--- config.mk ---
export PLATFORM = sky130hd
export DESIGN_NAME = iterative_alu_flat
export DESIGN_NICKNAME = d
export VERILOG_FILES = /design/src/rtl/iterative_alu_if.sv /design/src/rtl/iterative_alu.sv /design/src/flat_wrapper.sv
export SDC_FILE = /design/constraint.sdc
export NUM_CORES = 1
export LEC_CHECK = 0
export BUFFER_PORTS_ARGS = -buffer_cell sky130_fd_sc_hd__buf_2
export CORE_UTILIZATION = 35
export CTS_CLUSTER_DIAMETER = 80
export DETAILED_ROUTE_END_ITERATION = 10
export REMOVE_ABC_BUFFERS = 1
export SLEW_MARGIN = 10
export SYNTH_ARGS = -nofsm -noshare
export SYNTH_HDL_FRONTEND = slang
export SYNTH_SLANG_ARGS = --single-unit
--- constraint.sdc ---
create_clock -name clk -period 5.4 [get_ports clk]
set_input_delay 0.81 -clock clk [delete_from_list [all_inputs] [get_ports clk]]
set_output_delay 0.81 -clock clk [all_outputs]
set_load 0.02 [all_outputs]
--- src/rtl/iterative_alu_if.sv ---
// Request/response bundle for iterative_alu: operands and opcode in,
// Z register pair plus handshake and status flags out.
`timescale 1ns/1ps
interface iterative_alu_if #(parameter int WIDTH = 32);
  logic             enable;
  logic             start;
  logic [4:0]       ctrl;
  logic [WIDTH-1:0] A;
  logic [WIDTH-1:0] B;
  logic [WIDTH-1:0] ZHI;
  logic [WIDTH-1:0] ZLO;
  logic             busy;
  logic             done;
  logic             dz;
  logic             illegal;

  modport master (output enable, start, ctrl, A, B,
                  input  ZHI, ZLO, busy, done, dz, illegal);
  modport slave  (input  enable, start, ctrl, A, B,
                  output ZHI, ZLO, busy, done, dz, illegal);
endinterface

--- src/rtl/iterative_alu.sv ---
// Multi-cycle ALU: single-cycle logic/arith/shift ops, WIDTH-cycle shift-add
// multiply and restoring divide, start/busy/done handshake.
`timescale 1ns/1ps
module iterative_alu #(
  parameter int WIDTH         = 32,
  parameter bit SIGNED_MULDIV = 1'b0
) (
  input logic            clk,
  input logic            clr,
  iterative_alu_if.slave bus
);
  localparam int LW = $clog2(WIDTH);
  localparam int CW = LW + 1;

  localparam logic [1:0] S_IDLE = 2'd0, S_MUL = 2'd1, S_DIV = 2'd2;

  localparam logic [4:0] OP_ADD = 5'b00000, OP_SUB = 5'b00001, OP_MUL = 5'b00010,
                         OP_DIV = 5'b00011, OP_SHR = 5'b00100, OP_SHL = 5'b00101,
                         OP_ROR = 5'b00110, OP_ROL = 5'b00111, OP_AND = 5'b01000,
                         OP_OR  = 5'b01001, OP_NEG = 5'b01010, OP_NOT = 5'b01011;

  logic [1:0]         st;
  logic [CW-1:0]      cnt;
  logic [2*WIDTH-1:0] acc;   // mul: {partial hi, multiplier}; div: {remainder, dividend}
  logic [WIDTH-1:0]   opb;   // multiplicand or divisor magnitude
  logic               neg_lo, neg_hi;
  logic [WIDTH-1:0]   zhi, zlo;
  logic               busy, done, dz, illegal;

  assign bus.ZHI     = zhi;
  assign bus.ZLO     = zlo;
  assign bus.busy    = busy;
  assign bus.done    = done;
  assign bus.dz      = dz;
  assign bus.illegal = illegal;

  // Sign-magnitude front end; in unsigned mode the sign bits are forced low.
  logic             sa, sb;
  logic [WIDTH-1:0] ma, mb;
  assign sa = SIGNED_MULDIV && bus.A[WIDTH-1];
  assign sb = SIGNED_MULDIV && bus.B[WIDTH-1];
  assign ma = sa ? -bus.A : bus.A;
  assign mb = sb ? -bus.B : bus.B;

  // Single-cycle result path, evaluated straight from the inputs at start.
  logic [2*WIDTH-1:0] rot_r, rot_l;
  logic               big;
  logic [WIDTH-1:0]   sc_res;
  logic               sc_legal;

  assign big   = |bus.B[WIDTH-1:LW];
  assign rot_r = {bus.A, bus.A} >> bus.B[LW-1:0];
  assign rot_l = {bus.A, bus.A} << bus.B[LW-1:0];

  always_comb begin
    sc_res   = '0;
    sc_legal = 1'b1;
    case (bus.ctrl)
      OP_ADD:  sc_res = bus.A + bus.B;
      OP_SUB:  sc_res = bus.A - bus.B;
      OP_SHR:  sc_res = big ? '0 : bus.A >> bus.B[LW-1:0];
      OP_SHL:  sc_res = big ? '0 : bus.A << bus.B[LW-1:0];
      OP_ROR:  sc_res = rot_r[WIDTH-1:0];
      OP_ROL:  sc_res = rot_l[2*WIDTH-1:WIDTH];
      OP_AND:  sc_res = bus.A & bus.B;
      OP_OR:   sc_res = bus.A | bus.B;
      OP_NEG:  sc_res = ~bus.A + 1'b1;
      OP_NOT:  sc_res = ~bus.A;
      default: sc_legal = 1'b0;
    endcase
  end

  // One iteration of shift-add multiply or restoring divide.
  logic [WIDTH:0]     madd, dtry, dsub;
  logic [2*WIDTH-1:0] step;

  always_comb begin
    madd = {1'b0, acc[2*WIDTH-1:WIDTH]} + (acc[0] ? {1'b0, opb} : '0);
    dtry = {acc[2*WIDTH-1:WIDTH], acc[WIDTH-1]};
    dsub = dtry - {1'b0, opb};
    if (st == S_MUL)
      step = {madd, acc[WIDTH-1:1]};
    else if (!dsub[WIDTH])
      step = {dsub[WIDTH-1:0], acc[WIDTH-2:0], 1'b1};
    else
      step = {dtry[WIDTH-1:0], acc[WIDTH-2:0], 1'b0};
  end

  // Sign restoration applied on the finishing edge.
  logic [2*WIDTH-1:0] prod;
  logic [WIDTH-1:0]   quo, rem;
  assign prod = neg_lo ? -step : step;
  assign quo  = neg_lo ? -step[WIDTH-1:0] : step[WIDTH-1:0];
  assign rem  = neg_hi ? -step[2*WIDTH-1:WIDTH] : step[2*WIDTH-1:WIDTH];

  always_ff @(posedge clk or negedge clr) begin
    if (!clr) begin
      st      <= S_IDLE;
      cnt     <= '0;
      acc     <= '0;
      opb     <= '0;
      neg_lo  <= 1'b0;
      neg_hi  <= 1'b0;
      zhi     <= '0;
      zlo     <= '0;
      busy    <= 1'b0;
      done    <= 1'b0;
      dz      <= 1'b0;
      illegal <= 1'b0;
    end else if (bus.enable) begin
      done <= 1'b0;
      case (st)
        S_IDLE: if (bus.start) begin
          case (bus.ctrl)
            OP_MUL: begin
              st     <= S_MUL;
              cnt    <= CW'(WIDTH);
              acc    <= {{WIDTH{1'b0}}, mb};
              opb    <= ma;
              neg_lo <= sa ^ sb;
              busy   <= 1'b1;
            end
            OP_DIV: begin
              if (bus.B == '0) begin
                zlo     <= '1;
                zhi     <= bus.A;
                dz      <= 1'b1;
                illegal <= 1'b0;
                done    <= 1'b1;
              end else begin
                st     <= S_DIV;
                cnt    <= CW'(WIDTH);
                acc    <= {{WIDTH{1'b0}}, ma};
                opb    <= mb;
                neg_lo <= sa ^ sb;
                neg_hi <= sa;
                busy   <= 1'b1;
              end
            end
            default: begin
              // Unknown opcodes leave the Z pair untouched.
              if (sc_legal) begin
                zlo <= sc_res;
                zhi <= '0;
              end
              dz      <= 1'b0;
              illegal <= !sc_legal;
              done    <= 1'b1;
            end
          endcase
        end
        S_MUL, S_DIV: begin
          acc <= step;
          cnt <= cnt - 1'b1;
          if (cnt == CW'(1)) begin
            if (st == S_MUL) begin
              zhi <= prod[2*WIDTH-1:WIDTH];
              zlo <= prod[WIDTH-1:0];
            end else begin
              zhi <= rem;
              zlo <= quo;
            end
            st      <= S_IDLE;
            busy    <= 1'b0;
            done    <= 1'b1;
            dz      <= 1'b0;
            illegal <= 1'b0;
          end
        end
        default: st <= S_IDLE;
      endcase
    end
  end
endmodule

--- src/flat_wrapper.sv ---
// flat-port wrapper written by rule: the top's interface ports become plain ports
module iterative_alu_flat 
#(
  parameter int WIDTH         = 32,
  parameter bit SIGNED_MULDIV = 1'b0
)
  (clk, clr, bus_enable, bus_start, bus_ctrl, bus_A, bus_B, bus_ZHI, bus_ZLO, bus_busy, bus_done, bus_dz, bus_illegal);
  iterative_alu_if #(.WIDTH(WIDTH)) bus_i ();
  input logic clk;
  input logic clr;
  input wire logic [$bits(bus_i.enable)-1:0] bus_enable;
  input wire logic [$bits(bus_i.start)-1:0] bus_start;
  input wire logic [$bits(bus_i.ctrl)-1:0] bus_ctrl;
  input wire logic [$bits(bus_i.A)-1:0] bus_A;
  input wire logic [$bits(bus_i.B)-1:0] bus_B;
  output wire logic [$bits(bus_i.ZHI)-1:0] bus_ZHI;
  output wire logic [$bits(bus_i.ZLO)-1:0] bus_ZLO;
  output wire logic [$bits(bus_i.busy)-1:0] bus_busy;
  output wire logic [$bits(bus_i.done)-1:0] bus_done;
  output wire logic [$bits(bus_i.dz)-1:0] bus_dz;
  output wire logic [$bits(bus_i.illegal)-1:0] bus_illegal;
  assign bus_i.enable = bus_enable;
  assign bus_i.start = bus_start;
  assign bus_i.ctrl = bus_ctrl;
  assign bus_i.A = bus_A;
  assign bus_i.B = bus_B;
  assign bus_ZHI = bus_i.ZHI;
  assign bus_ZLO = bus_i.ZLO;
  assign bus_busy = bus_i.busy;
  assign bus_done = bus_i.done;
  assign bus_dz = bus_i.dz;
  assign bus_illegal = bus_i.illegal;
  iterative_alu #(.WIDTH(WIDTH), .SIGNED_MULDIV(SIGNED_MULDIV)) u_core (.clk(clk), .clr(clr), .bus(bus_i));
endmodule
* Yosys cells after proc, flatten, opt, wreduce, memory -nomap -nowiden
Index checks and enable logic that the tools add are counted.
Storage, ports and cells: flip-flop bits (word level) 173, bits of input ports 73, word-level logic and storage cells 121
Cells by class: add/sub/neg operators 8, equal/unequal tests 22, shift-type cells 4, multiplexer cells 58, bitwise gates (word level) 3, reduce and logical (&&, ||, !) cells 15
Operators with widths (number):
- 2-to-1 mux 32 bit | 15
- 2-to-1 mux 64 bit | 5
- case mux 32 bit (10 select lines) | 1
- case mux 32 bit (2 select lines) | 5
- case mux 64 bit (2 select lines) | 2
- negator 64 bit | 1
- left shift 64 x 5 -> 64 bit | 1
- right shift 64 x 5 -> 32 bit | 1
- adder 32 x 33 -> 33 bit | 1
- subtractor 33 x 32 -> 33 bit | 1
- adder 32 x 1 -> 32 bit, second input constant | 1
- adder 32 bit | 1
- bitwise AND 32 bit | 1
- zero test 32 bit | 1
- negator 32 bit | 1
- NOT 32 bit | 1
- OR 32 bit | 1
- left shift 32 x 5 -> 32 bit | 1
- right shift 32 x 5 -> 32 bit | 1
- subtractor 32 bit | 1
- OR reduction 27 bit | 1
- case mux 6 bit (2 select lines) | 2
- equality test 5 x 3 -> 1 bit, second input constant | 4
- equality test 5 x 4 -> 1 bit, second input constant | 4
- 24 further kinds | 56

* Depth between registers and ports, before layout
depth after elaboration 8, gate-level depth with buffers 24, gate-level depth less buffers 19

* Least setup slack after synthesis
Ideal clock, no wire load.
kind input port to flip-flop, from in bus_B[0], to reg u_core.zlo[28] (netlist: u_core.bus.ZLO[28]), library setup time 0.069 ns, arrival 5.313 ns, required time 5.331 ns, path slack 0.018 ns, stages 24, path through buf_4 -> buf_2 -> buf_2 -> buf_2 -> inv_1 -> ha_1 -> and3_1 -> nand2_1 -> or2_2 -> or3_1 -> or3_1 -> o31ai_1 -> xor2_1 -> ha_1 -> clkbuf_1 -> a21o_1 -> a21o_1 -> a21oi_1 -> o21ai_0 -> a21o_1 -> a21oi_1 -> o211ai_1 -> or3_1 -> nand3_1
On the way: word-level cells in the longest chain between the ends 7, elaborated cells between the ends (all ways) 16, classes of those cells 2 x add/sub; 1 x eq/ne; 4 x shift; 7 x mux; 2 x reduce/logical
RTL lines:
- from (decl) | RTL line flat_wrapper.sv:15 | input wire logic [$bits(bus_i.B)-1:0] bus_B;
- parallel branches: the longest is 7 deep, another holds subtractor 32 bit
- to (signal assigned) | RTL line iterative_alu.sv:143 | zlo <= sc_res;
- to (signal assigned) | RTL line iterative_alu.sv:158 | zlo <= prod[WIDTH-1:0];
- to (signal assigned) | RTL line iterative_alu.sv:161 | zlo <= quo;
- to (decl) | RTL line iterative_alu.sv:27 | logic [WIDTH-1:0] zhi, zlo;
Several ways; the timed one is not identified. The select of a mux whose other input is x is not followed. A chain may end at the register's enable or synchronous reset.

* Worst setup path after layout
from in bus_B[8], to reg u_core.zlo[28] (netlist: u_core.bus.ZLO[28])
On the way: word-level cells in the longest chain between the ends 7, elaborated cells between the ends (all ways) 13, classes of those cells 2 x add/sub; 1 x eq/ne; 7 x mux; 3 x reduce/logical
RTL lines:
- parallel branches: the longest is 7 deep, another holds subtractor 32 bit
Several ways; the timed one is not identified. The select of a mux whose other input is x is not followed.

==> impl_metrics.yaml <==
critical_path:
  crit_type: "in2reg"
  r2r_slack_ns: 0.84
  path_max_fanout: 6
  reg2regPathDepth: 14
  regToRegStartpoint: "u_core.acc[31]"
  crit_path_start_kind: "input port"
  endpoint_kind: "flop"
  required_ns: 5.81
  critPathArrivalTime_ns: 5.07
  critPathLaunch: "bus_B[8]"
global_routing:
  grt_usage_pct: 28.9
  antenna_found_initial: 3
  grt_pass1_wl_mm: 137
  grt_max_degree: 129
  first_global_vias: 21100
  grt-ovfl-total: 0
sta:
  setup_viol: 0
  hold_viol: 0
  finalMaxSlewViolations: 0
  slew_headroom_pct: 37.4
  tightest_slew_ns: 0.915
  finalClockSkew_ns: 0.0268
  period_minus_slack_ns: 4.66
  fin_crit_sh_pct: 86.2
  holdWs_ns: 0.325
  rsz0062_at_grt: "false"
  fmax_mhz: 215
clocking:
  cts_resized: 0
  ctsHoldBuffers: 0
  cts_setup_buffers: 0
  cts_inserted_buffers: 17
  clk_pin_slew_ns: 0.08
  clk_path_buf_depth: 2
  clkSinkCount: 172
  cts-root-buf: "clkbuf_16"
  htreeDepth: 4
  cts_tree: "built"
  clkLatencyLatePin_ns: 0.49
power:
  netSwitchingFraction_pct: 51.2
  p_per_area_mw_per_mm2: 445
  p_int_w: 0.00510
  pwr-share-comb_pct: 64.3
  p_leak_nw: 9.86
  max-vdd-ir-drop_v: 0.000277
  power_frac_clock_pct: 12.5
  switchingPower_w: 0.00536
  seqPwrFrac_pct: 23.2
logic_synthesis:
  synth_ff_type: "dfrtp_1"
  syn_area_mm2: 0.0215
  synth_compound_area_share_pct: 26.5
  synth-seq-area-share_pct: 20.1
  synthMuxAreaShare_pct: 13.5
  synth.distinct_cells: 87
  syn_inst: 2903
  ys_warn_count: 0
  avgSynthCellArea_um2: 7.39
  synth-edff-count: 0
  synth.ff_latch_count: 172
  synth_fa_ha_area_share_pct: 6.96
  async_flop_share_pct: 100
  synth_xor_area_share_pct: 4.57
  synth_top_family_by_area: "compound AO/OA/AOI/OAI gates"
  synth-simple-area-share_pct: 22.6
final_layout:
  fin_nets: 3085
  fin_util_pct: 38.9
  fill_cells: 6305
  drive_above_1_share_pct: 14.0
  postLayoutCellArea_mm2: 0.0235
  area_growth_pct: 9.57
place:
  finalWeightedCongestion: 1.05
  port_buffers: 140
  dp.final_hpwl_mm: 69.6
  placed_cell_area_mm2: 0.0229
floorplan:
  die-area_mm2: 0.0623
  die_x_um: 250
  initial_core_util_pct: 35.5
  ios: 141
  core_mm2: 0.0605
  die_height_um: 250
  rows: 90
route:
  drt_iter0_drc: 2437
  via_per_inst: 6.19
  vias: 22900
  wl_per_cell_um: 24.8
  drt_pass1_iterations: 8
  routed_wl_mm: 91.8
  drc_errors: 0
  ant_nets: 0
run:
  cap_violations: 0
min_path:
  hold_path.class: "in2async"
outcome:
  status: "completed"
## stage by stage
step           power (W)  setup TNS, ns  setup slack (ns)  cells
6_report          0.0105              0             0.744   3702
5_1_grt           0.0112              0             0.490   3702
4_1_cts           0.0104              0             0.794   3699
3_5_place_dp     0.00906              0             0.280   3667
3_3_place_gp     0.00903              0             0.272   3667
2_1_floorplan    0.00691        -124.74             -2.41   2665
## power groups by stage
stage	logic, W	registers, W	clock network (W)
finish	0.00673	0.00243	0.00131
global route	0.00736	0.00250	0.00139
CTS	0.00665	0.00242	0.00133
detailed placement	0.00662	0.00244	0
global placement	0.00659	0.00244	0
floorplan	0.00434	0.00257	0
## cells in the final DEF (no fill, tap or decap), drive strengths merged, types with 11 or more instances in the layout
cell | Yosys | final
nor2 | 397 | 397
nand2 | 362 | 362
buf | 50 | 219
o21ai | 217 | 217
a21oi | 214 | 214
dfrtp | 172 | 172
ha | 105 | 105
mux2i | 92 | 92
a31oi | 91 | 91
inv | 79 | 88
nor3 | 65 | 65
mux4 | 62 | 62
xnor2 | 62 | 62
a211oi | 59 | 59
and2 | 53 | 53
mux2 | 52 | 52
a21o | 50 | 50
xor2 | 49 | 49
nand3 | 44 | 44
o211ai | 42 | 42
nor2b | 25 | 25
o22ai | 25 | 25
o21a | 25 | 25
and3 | 23 | 23
nand2b | 20 | 20
or3 | 18 | 18
clkbuf | 188 | 18
o31ai | 17 | 17
nand4 | 16 | 16
nor4 | 15 | 15
maj3 | 12 | 12
o21bai | 11 | 11
o221ai | 11 | 11
a22oi | 11 | 11
## kinds of logic (layout without fill, tap and decap cells)
logic type | count (synthesis) | in the layout
simple gates | 1081 | 1081
buf+inv | 319 | 333
mux | 206 | 206
fa+ha+maj | 120 | 120
compound gates | 894 | 894
flops | 172 | 172
other cells | 0 | 3
xor+xnor | 111 | 111
## Yosys cell counts (9+ instances only)
| library cell | instances | share of area, % |
|---|---|---|
| nor2_1 | 397 | 6.9 |
| nand2_1 | 362 | 6.3 |
| o21ai_0 | 215 | 5.0 |
| a21oi_1 | 214 | 5.0 |
| clkbuf_1 | 187 | 3.3 |
| dfrtp_1 | 172 | 20 |
| ha_1 | 105 | 6.1 |
| mux2i_1 | 92 | 4.3 |
| a31oi_1 | 91 | 2.7 |
| inv_1 | 79 | 1.4 |
| nor3_1 | 63 | 1.5 |
| mux4_2 | 62 | 6.5 |
| xnor2_1 | 61 | 2.5 |
| a211oi_1 | 59 | 2.1 |
| and2_1 | 53 | 1.5 |
| mux2_2 | 52 | 2.7 |
| a21o_1 | 50 | 1.7 |
| xor2_1 | 49 | 2.0 |
| nand3_1 | 43 | 1.0 |
| o211ai_1 | 42 | 1.5 |
| buf_1 | 28 | 0.49 |
| nor2b_1 | 25 | 0.73 |
| o21a_1 | 25 | 0.87 |
| o22ai_1 | 25 | 0.73 |
| and3_1 | 23 | 0.67 |
| nand2b_1 | 20 | 0.58 |
| buf_2 | 19 | 0.44 |
| o31ai_1 | 17 | 0.59 |
| or3_1 | 17 | 0.50 |
| nand4_1 | 16 | 0.47 |
| nor4_1 | 14 | 0.41 |
| maj3_1 | 12 | 0.56 |
| a22oi_1 | 11 | 0.38 |
| o21bai_1 | 11 | 0.38 |
| o221ai_1 | 11 | 0.45 |
| o2111ai_1 | 10 | 0.41 |
| o22a_1 | 10 | 0.41 |
| a221oi_1 | 9 | 0.37 |
## final cells by class
cell class	instances	area (µm²)	share of cell area, %
clock inverters	15	175	0.745
diodes	3	7.51	0.0319
repair buffers	220	1340	5.69
inverters	81	304	1.29
clock buffers	17	425	1.81
flip-flops and latches	172	4300	18.3
well taps	782	978	4.16
multi-input cells	2412	16000	68.0
## registers in the layout, summed over array words and instances (netlist names)
name                flops
u_core.bus.done         1
u_core.acc             64
u_core.opb             32
u_core.bus.ZHI         32
u_core.bus.dz           1
u_core.st               2
u_core.bus.illegal      1
u_core.bus.ZLO         32
u_core.bus.busy         1
u_core.cnt              6
## critical path: stages
cell and delay [ns]:
buf_2 0.15, or4_4 0.56, nor3_4 0.18, nand2_1 0.10, or2_2 0.30, or3_1 0.36, or3_1 0.34, o31ai_1 0.25
xor2_1 0.19, ha_1 0.29, a21o_1 0.17, a21o_1 0.17, a21oi_1 0.20, o21ai_0 0.14, a21o_1 0.19, a21oi_1 0.13
o211ai_1 0.11, or3_1 0.35, nand3_1 0.08
## routing by layer
metal	share of wire (%)	vias up	routed length (µm)	track usage, %
met2	45	1117	40900	45.1
met3	7.6	189	6980	3.82
met1	43	11000	39400	39.3
li1	-	10600	-	-
met5	0	-	0	0
met4	4.9	0	4540	14.0
## final timing paths
path | end
worst max register to register | u_core.bus.ZHI[22]
max in group asynchronous | u_core.acc[36]
min in group clk | u_core.bus.ZLO[2]
worst max-delay path | u_core.bus.ZLO[28]
worst min-delay path | u_core.acc[60]
worst min register to register | u_core.bus.ZLO[2]
Note: power is estimated with default switching activity, not from simulation.
